$ cat config.mk
export PLATFORM = sky130hd
export DESIGN_NAME = rr_bus_mux
export DESIGN_NICKNAME = d
export VERILOG_FILES = /design/src/rtl/rr_bus_mux_pkg.sv /design/src/rtl/rr_bus_mux_arbiter.sv /design/src/rtl/rr_bus_mux.sv
export SDC_FILE = /design/constraint.sdc
export NUM_CORES = 1
export LEC_CHECK = 0
export ABC_AREA = 0
export CAP_MARGIN = 15
export CORE_MARGIN = 2
export CORE_UTILIZATION = 46
export CTS_CLUSTER_SIZE = 8
export DETAILED_ROUTE_END_ITERATION = 8
export GPL_TIMING_DRIVEN = 0
export PLACE_DENSITY = 0.87
export SYNTH_ARGS = -nofsm -noshare
export SYNTH_HDL_FRONTEND = slang
export SYNTH_SLANG_ARGS = --single-unit
$ cat constraint.sdc
create_clock -name clk -period 3.5 [get_ports clk]
set_clock_uncertainty 0.05 [all_clocks]
set_input_delay 0.35 -clock clk [delete_from_list [all_inputs] [get_ports clk]]
set_output_delay 0.35 -clock clk [all_outputs]
set_load 0.005 [all_outputs]
$ cat src/rtl/rr_bus_mux_pkg.sv
// Shared constants and helpers for the round-robin bus multiplexer
// and the other parametrised bus blocks.
package rr_bus_mux_pkg;

  // Output register occupancy (EMPTY / FULL)
  localparam logic ST_EMPTY = 1'b0;
  localparam logic ST_FULL  = 1'b1;

  // Channel-index width; never below one bit
  function automatic int ch_w(input int n);
    int w;
    w = 1;
    while ((1 << w) < n) w = w + 1;
    return w;
  endfunction

  // Pointer reset value: last channel, so channel 0 is searched first
  function automatic int ptr_rst(input int n);
    return n - 1;
  endfunction

endpackage

$ cat src/rtl/rr_bus_mux_arbiter.sv
// rr_arbiter: combinational round-robin grant from req/ptr.
// Ports: req_i, ptr_i -> gnt_o (one-hot), idx_o (binary), any_o.
module rr_arbiter
  import rr_bus_mux_pkg::*;
#(
  parameter int NUM_CH  = 8,
  parameter int CH_W    = ch_w(NUM_CH),
  parameter bit PRIO_EN = 1'b0
) (
  input  logic [NUM_CH-1:0] req_i,
  input  logic [CH_W-1:0]   ptr_i,
  output logic [NUM_CH-1:0] gnt_o,
  output logic [CH_W-1:0]   idx_o,
  output logic              any_o
);

  logic          found;
  int            c;
  logic [CH_W-1:0] sel;

  always_comb begin
    gnt_o = '0;
    idx_o = '0;
    found = 1'b0;
    c     = 0;
    sel   = '0;
    // Strict priority: channel 0 pre-empts the rotation
    if (PRIO_EN && req_i[0]) begin
      gnt_o[0] = 1'b1;
      found    = 1'b1;
    end
    // Search ptr+1 upward, wrapping; ptr itself comes last
    for (int k = 1; k <= NUM_CH; k++) begin
      c = int'(ptr_i) + k;
      if (c >= NUM_CH) c = c - NUM_CH;
      sel = CH_W'(c);
      if (!found && req_i[sel] && !(PRIO_EN && c == 0)) begin
        found      = 1'b1;
        gnt_o[sel] = 1'b1;
        idx_o      = sel;
      end
    end
  end

  assign any_o = found;

endmodule

$ cat src/rtl/rr_bus_mux.sv
// rr_bus_mux: registered N-channel round-robin mux with valid/ready.
// Ports: in_valid/in_data/in_ready (NUM_CH producers), out_valid/
// out_data/out_ch/out_ready (one consumer). Option: RR_BUS_MUX_PRIO_EN
// gives channel 0 strict priority.
module rr_bus_mux
  import rr_bus_mux_pkg::*;
#(
  parameter  int DATA_W = 2,
  parameter  int NUM_CH = 8,
  localparam int CH_W   = ch_w(NUM_CH)
) (
  input  logic                     clk,
  input  logic                     rst_n,
  input  logic [NUM_CH-1:0]        in_valid,
  input  logic [NUM_CH*DATA_W-1:0] in_data,
  output logic [NUM_CH-1:0]        in_ready,
  output logic                     out_valid,
  output logic [DATA_W-1:0]        out_data,
  output logic [CH_W-1:0]          out_ch,
  input  logic                     out_ready
);

`ifdef RR_BUS_MUX_PRIO_EN
  localparam bit PRIO_EN = 1'b1;
`else
  localparam bit PRIO_EN = 1'b0;
`endif

  localparam logic [CH_W-1:0] PTR_RST = CH_W'(ptr_rst(NUM_CH));

  logic              valid_q, valid_d;
  logic [DATA_W-1:0] data_q, data_d;
  logic [CH_W-1:0]   ch_q, ch_d;
  logic [CH_W-1:0]   ptr_q, ptr_d;

  logic [NUM_CH-1:0] gnt;
  logic [CH_W-1:0]   gidx;
  logic              any;
  logic              load_ok;
  logic              accept;

  rr_arbiter #(
    .NUM_CH  (NUM_CH),
    .CH_W    (CH_W),
    .PRIO_EN (PRIO_EN)
  ) u_arb (
    .req_i (in_valid),
    .ptr_i (ptr_q),
    .gnt_o (gnt),
    .idx_o (gidx),
    .any_o (any)
  );

  assign load_ok = (valid_q == ST_EMPTY) || out_ready;
  assign accept  = load_ok && any;

  // rst_n gating keeps in_ready low while reset is held
  assign in_ready = (rst_n && load_ok) ? gnt : '0;

  always_comb begin
    valid_d = valid_q;
    data_d  = data_q;
    ch_d    = ch_q;
    ptr_d   = ptr_q;
    if (accept) begin
      valid_d = ST_FULL;
      // Only the granted lane is selected, so X elsewhere stays out
      data_d  = in_data[gidx*DATA_W +: DATA_W];
      ch_d    = gidx;
      if (!(PRIO_EN && gidx == '0)) ptr_d = gidx;
    end else if (out_ready) begin
      valid_d = ST_EMPTY;
    end
  end

  always_ff @(posedge clk or negedge rst_n) begin
    if (!rst_n) begin
      valid_q <= ST_EMPTY;
      data_q  <= '0;
      ch_q    <= '0;
      ptr_q   <= PTR_RST;
    end else begin
      valid_q <= valid_d;
      data_q  <= data_d;
      ch_q    <= ch_d;
      ptr_q   <= ptr_d;
    end
  end

  assign out_valid = valid_q;
  assign out_data  = data_q;
  assign out_ch    = ch_q;

endmodule

==> out/metrics.csv <==
stage;metric;value;unit
floorplanning;die area;4326;µm²
logic_synthesis;EDFF count, synth;0;
critical_path;WP data arrival;3.56;ns
critical_path;worst path bufs/invs;4;
run;Max Cap Viol;0;
critical_path;cell mode on critical path;mux2i_4;
global_route;Global Route Usage Sum;26.13;%
critical_path;reg-to-reg critical path startpoint;ptr_q[2];
sta;Final Hold Viols;0;
logic_synthesis;syn_area_per_cell;9.096;µm²
logic_synthesis;Post-Syn Nets;226;
drt;Final Routed Wirelength;5.828;mm
critical_path;Startpoint Class;flip-flop;
critical_path;critical path's slowest cell;or4_4;
global_route;first-pass GRT wire length;8.880;mm
floorplanning;starting density of the core;47.95;%
status;status;complete, but fails checks;
sta;RSZ-0062 raised after global routing;true;
logic_synthesis;Synth area leaders;mux4_2 (14%), mux2i_1 (11%), dfrtp_1 (8.6%), nand2_1 (5.8%), a211oi_1 (5.1%);
floorplanning;DIE HEIGHT;65.78;µm
hold_path;Worst Hold Class;primary input to asynchronous set/reset pin;
sta;max-slew violations;0;
critical_path;CP Max Fanout;3;
logic_synthesis;top-count cell post-synth;nand2_1;
clock_network;largest buffer count on any clock path;2;
final_layout;Nets;295;
floorplanning;CORE AREA;3661;µm²
clock_network;Sink Count;9;
logic_synthesis;Synth Warn #;0;
critical_path;crit end category;output pin;
logic_synthesis;Top FF cell, synth;dfrtp_1;
global_route;vias in the first global route;1825;
sta;final setup fails;11;
critical_path;Crit Path Category;flip-flop to output pin;
critical_path;Crit path depth;13;
final_layout;Layout area overhead;51.10;%
logic_synthesis;Synth top area share;14.11;%
critical_path;CP Data Required Time;3.10;ns
floorplanning;FP Rows;22;
logic_synthesis;post-synthesis register bit count;9;
placement;hpwl dp;3.619;mm
floorplanning;die width;65.78;µm
critical_path;R2R depth;13;
drt;Residual DRC;0;
sta;worst setup margin;-0.4593;ns
logic_synthesis;commonest cells in the netlist;nand2_1 (27), mux2i_1 (19), a21oi_1 (13), nor2_1 (13), a211oi_1 (12);
clock_network;CTS tree;built;
logic_synthesis;mapped cell area;1755;µm²
clock_network;Post-CTS Hold Fix Bufs;0;
logic_synthesis;Gate Count Post-Synth;193;
sta;period utilisation layout;113.1;%
final_layout;layout cells sized above 1;42.53;%
drt;via count;1985;
critical_path;Crit path largest cell delay;0.59;ns
sta;Fmax;0.2526;GHz
sta;Min Clock Period, post-route;3.959;ns
status;failing checks;setup timing;
clock_network;CTS H-tree lvls;1;
drt;DRT iter0 DRCs;225;
clock_network;clk root buf;clkbuf_8;
global_route;initial antenna violation count;0;
logic_synthesis;Post-synth ARST share;100.0;%
sta;Slew @ Worst Pin;0.6371;ns
logic_synthesis;sequential area share after synthesis;13.04;%
critical_path;Critical Path Sink;in_ready[5];
critical_path;RR Endpoint;out_data[1];
placement;IO Port Bufs;40;
clock_network;CTS Buf Count;3;
critical_path;crit-path leading delay family;multiplexers;
critical_path;Reg2Reg Setup Slack;-0.27;ns
drt;Post-DRT Antenna Nets;0;
sta;slew margin rel.;57.14;%
global_route;largest net degree at the start of global routing;12;
critical_path;cells along the critical path;buf_8, clkinvlp_4, ha_4, mux4_2, mux2i_4, nand4_4, or4_4, mux2i_4, buf_4, mux2_4, nor2_2, a211oi_2, buf_2;
drt;DRT Pass-1 Iters;4;
critical_path;worst setup path start;ptr_q[2];
drt;drt wl/cell;18.86;µm
global_route;total grt overflow;0;
drt;vias per inst;6.424;
clock_network;Worst-Skew Late Latency;0.23;ns
floorplanning;Top Ports;41;
clock_network;CTS clk-pin slew, worst paths;0.04;ns
logic_synthesis;Synth area leader;mux4_2;
logic_synthesis;Synth cell types;54;
placement;Placer Congestion;0.9061;
final_layout;diodes inserted;0;
sta;Setup TNS;-3.884;ns
worst register-to-register path, cell delays in order, from the launching register on:
cell	delay, ns
dfstp_2	0.56
buf_8	0.11
clkinvlp_4	0.10
ha_4	0.31
mux4_2	0.56
mux2_4	0.32
nor4_4	0.35
buf_4	0.18
o2111ai_4	0.11
a21oi_2	0.20
and2b_1	0.22
a211oi_2	0.21
a211oi_1	0.09
a221o_1	0.29
registers in the layout, indices dropped and copies added, names as in the netlist:
register,cells
out_ch,3
out_data,2
out_valid,1
ptr_q,3
stage by stage:
stage | util, % | setup WS, ns | hold slack [ns] | instance area [µm²] | instances
6_report | 72.45 | -0.4593 | 0.4027 | 2653 | 309
5_1_grt | 72.45 | -0.5745 | 0.4464 | 2653 | 309
4_1_cts | 68.83 | -0.4460 | 0.4000 | 2520 | 302
3_5_place_dp | 62.30 | -1.053 | 0.4225 | 2281 | 281
3_3_place_gp | 62.30 | -1.010 | 0.4262 | 2281 | 281
2_1_floorplan | - | -0.1082 | 0.004409 | 1821 | 193
layout by cell type (no fill, tap or decap), drive strengths merged, types with 2 or more instances in the layout:
cell           count
o21ai              5
ha                 6
nor3               2
a22oi              4
a21o               3
or4                2
mux2              11
mux2i             21
clkdlybuf4s50     32
dfrtp              6
nor2              13
inv                3
nand2             27
o211ai             3
and2               3
nor4               8
xnor2              2
buf               40
mux4              11
a211oi            13
clkinvlp           2
clkbuf             6
dfstp              3
nand3              3
a21oi             14
cells by family after synthesis:
logic type | share of synthesized area [%]
flip-flops | 13.04
adder cells (fa/ha/maj) | 4.276
multiplexers | 34.43
buffers and inverters | 5.131
XOR/XNOR | 1.925
AO/OA/AOI/OAI | 21.81
AND/OR/NAND/NOR | 19.39
layer usage:
layer / global-route usage, % / up-vias / wire, µm
li1: - / 888 / -
met1: 34.91 / 942 / 2265
met2: 45.33 / 132 / 2890
met3: 3.066 / 23 / 498
met4: 5.469 / 0 / 174
met5: 0 / - / 0
worst min-delay path by stage:
stage | end | slack [ns] | depth (start not counted)
after floorplan | out_ch[0] | 0.004 | 0
after global placement | out_ch[0] | 0.43 | 1
after detailed placement | out_ch[2] | 0.42 | 2
after CTS | out_ch[0] | 0.40 | 1
after global routing | out_data[1] | 0.45 | 1
final | out_ch[0] | 0.40 | 1
timing repair:
action                                  4_1_cts  5_1_grt
cloned                                        0        1
resized for setup                            53       21
setup buffers                                18        6
pin swaps                                    14       14
endpoints found under the setup margin       14       14
layout make-up:
| cell class | instances | area (µm²) |
|---|---|---|
| Sequential cell | 9 | 229.0 |
| Timing Repair Buffer | 64 | 538.0 |
| Multi-Input combinational cell | 168 | 1630 |
| Clock buffer | 4 | 45.04 |
| Inverter | 6 | 35.03 |
| Buffer | 10 | 115.1 |
| Tap cell | 48 | 60.06 |
| Fill cell | 253 | 1008 |
Power is left out: the tool's default activity adds up to more than one toggle a clock period on the data nets, which glitch-free logic cannot reach.
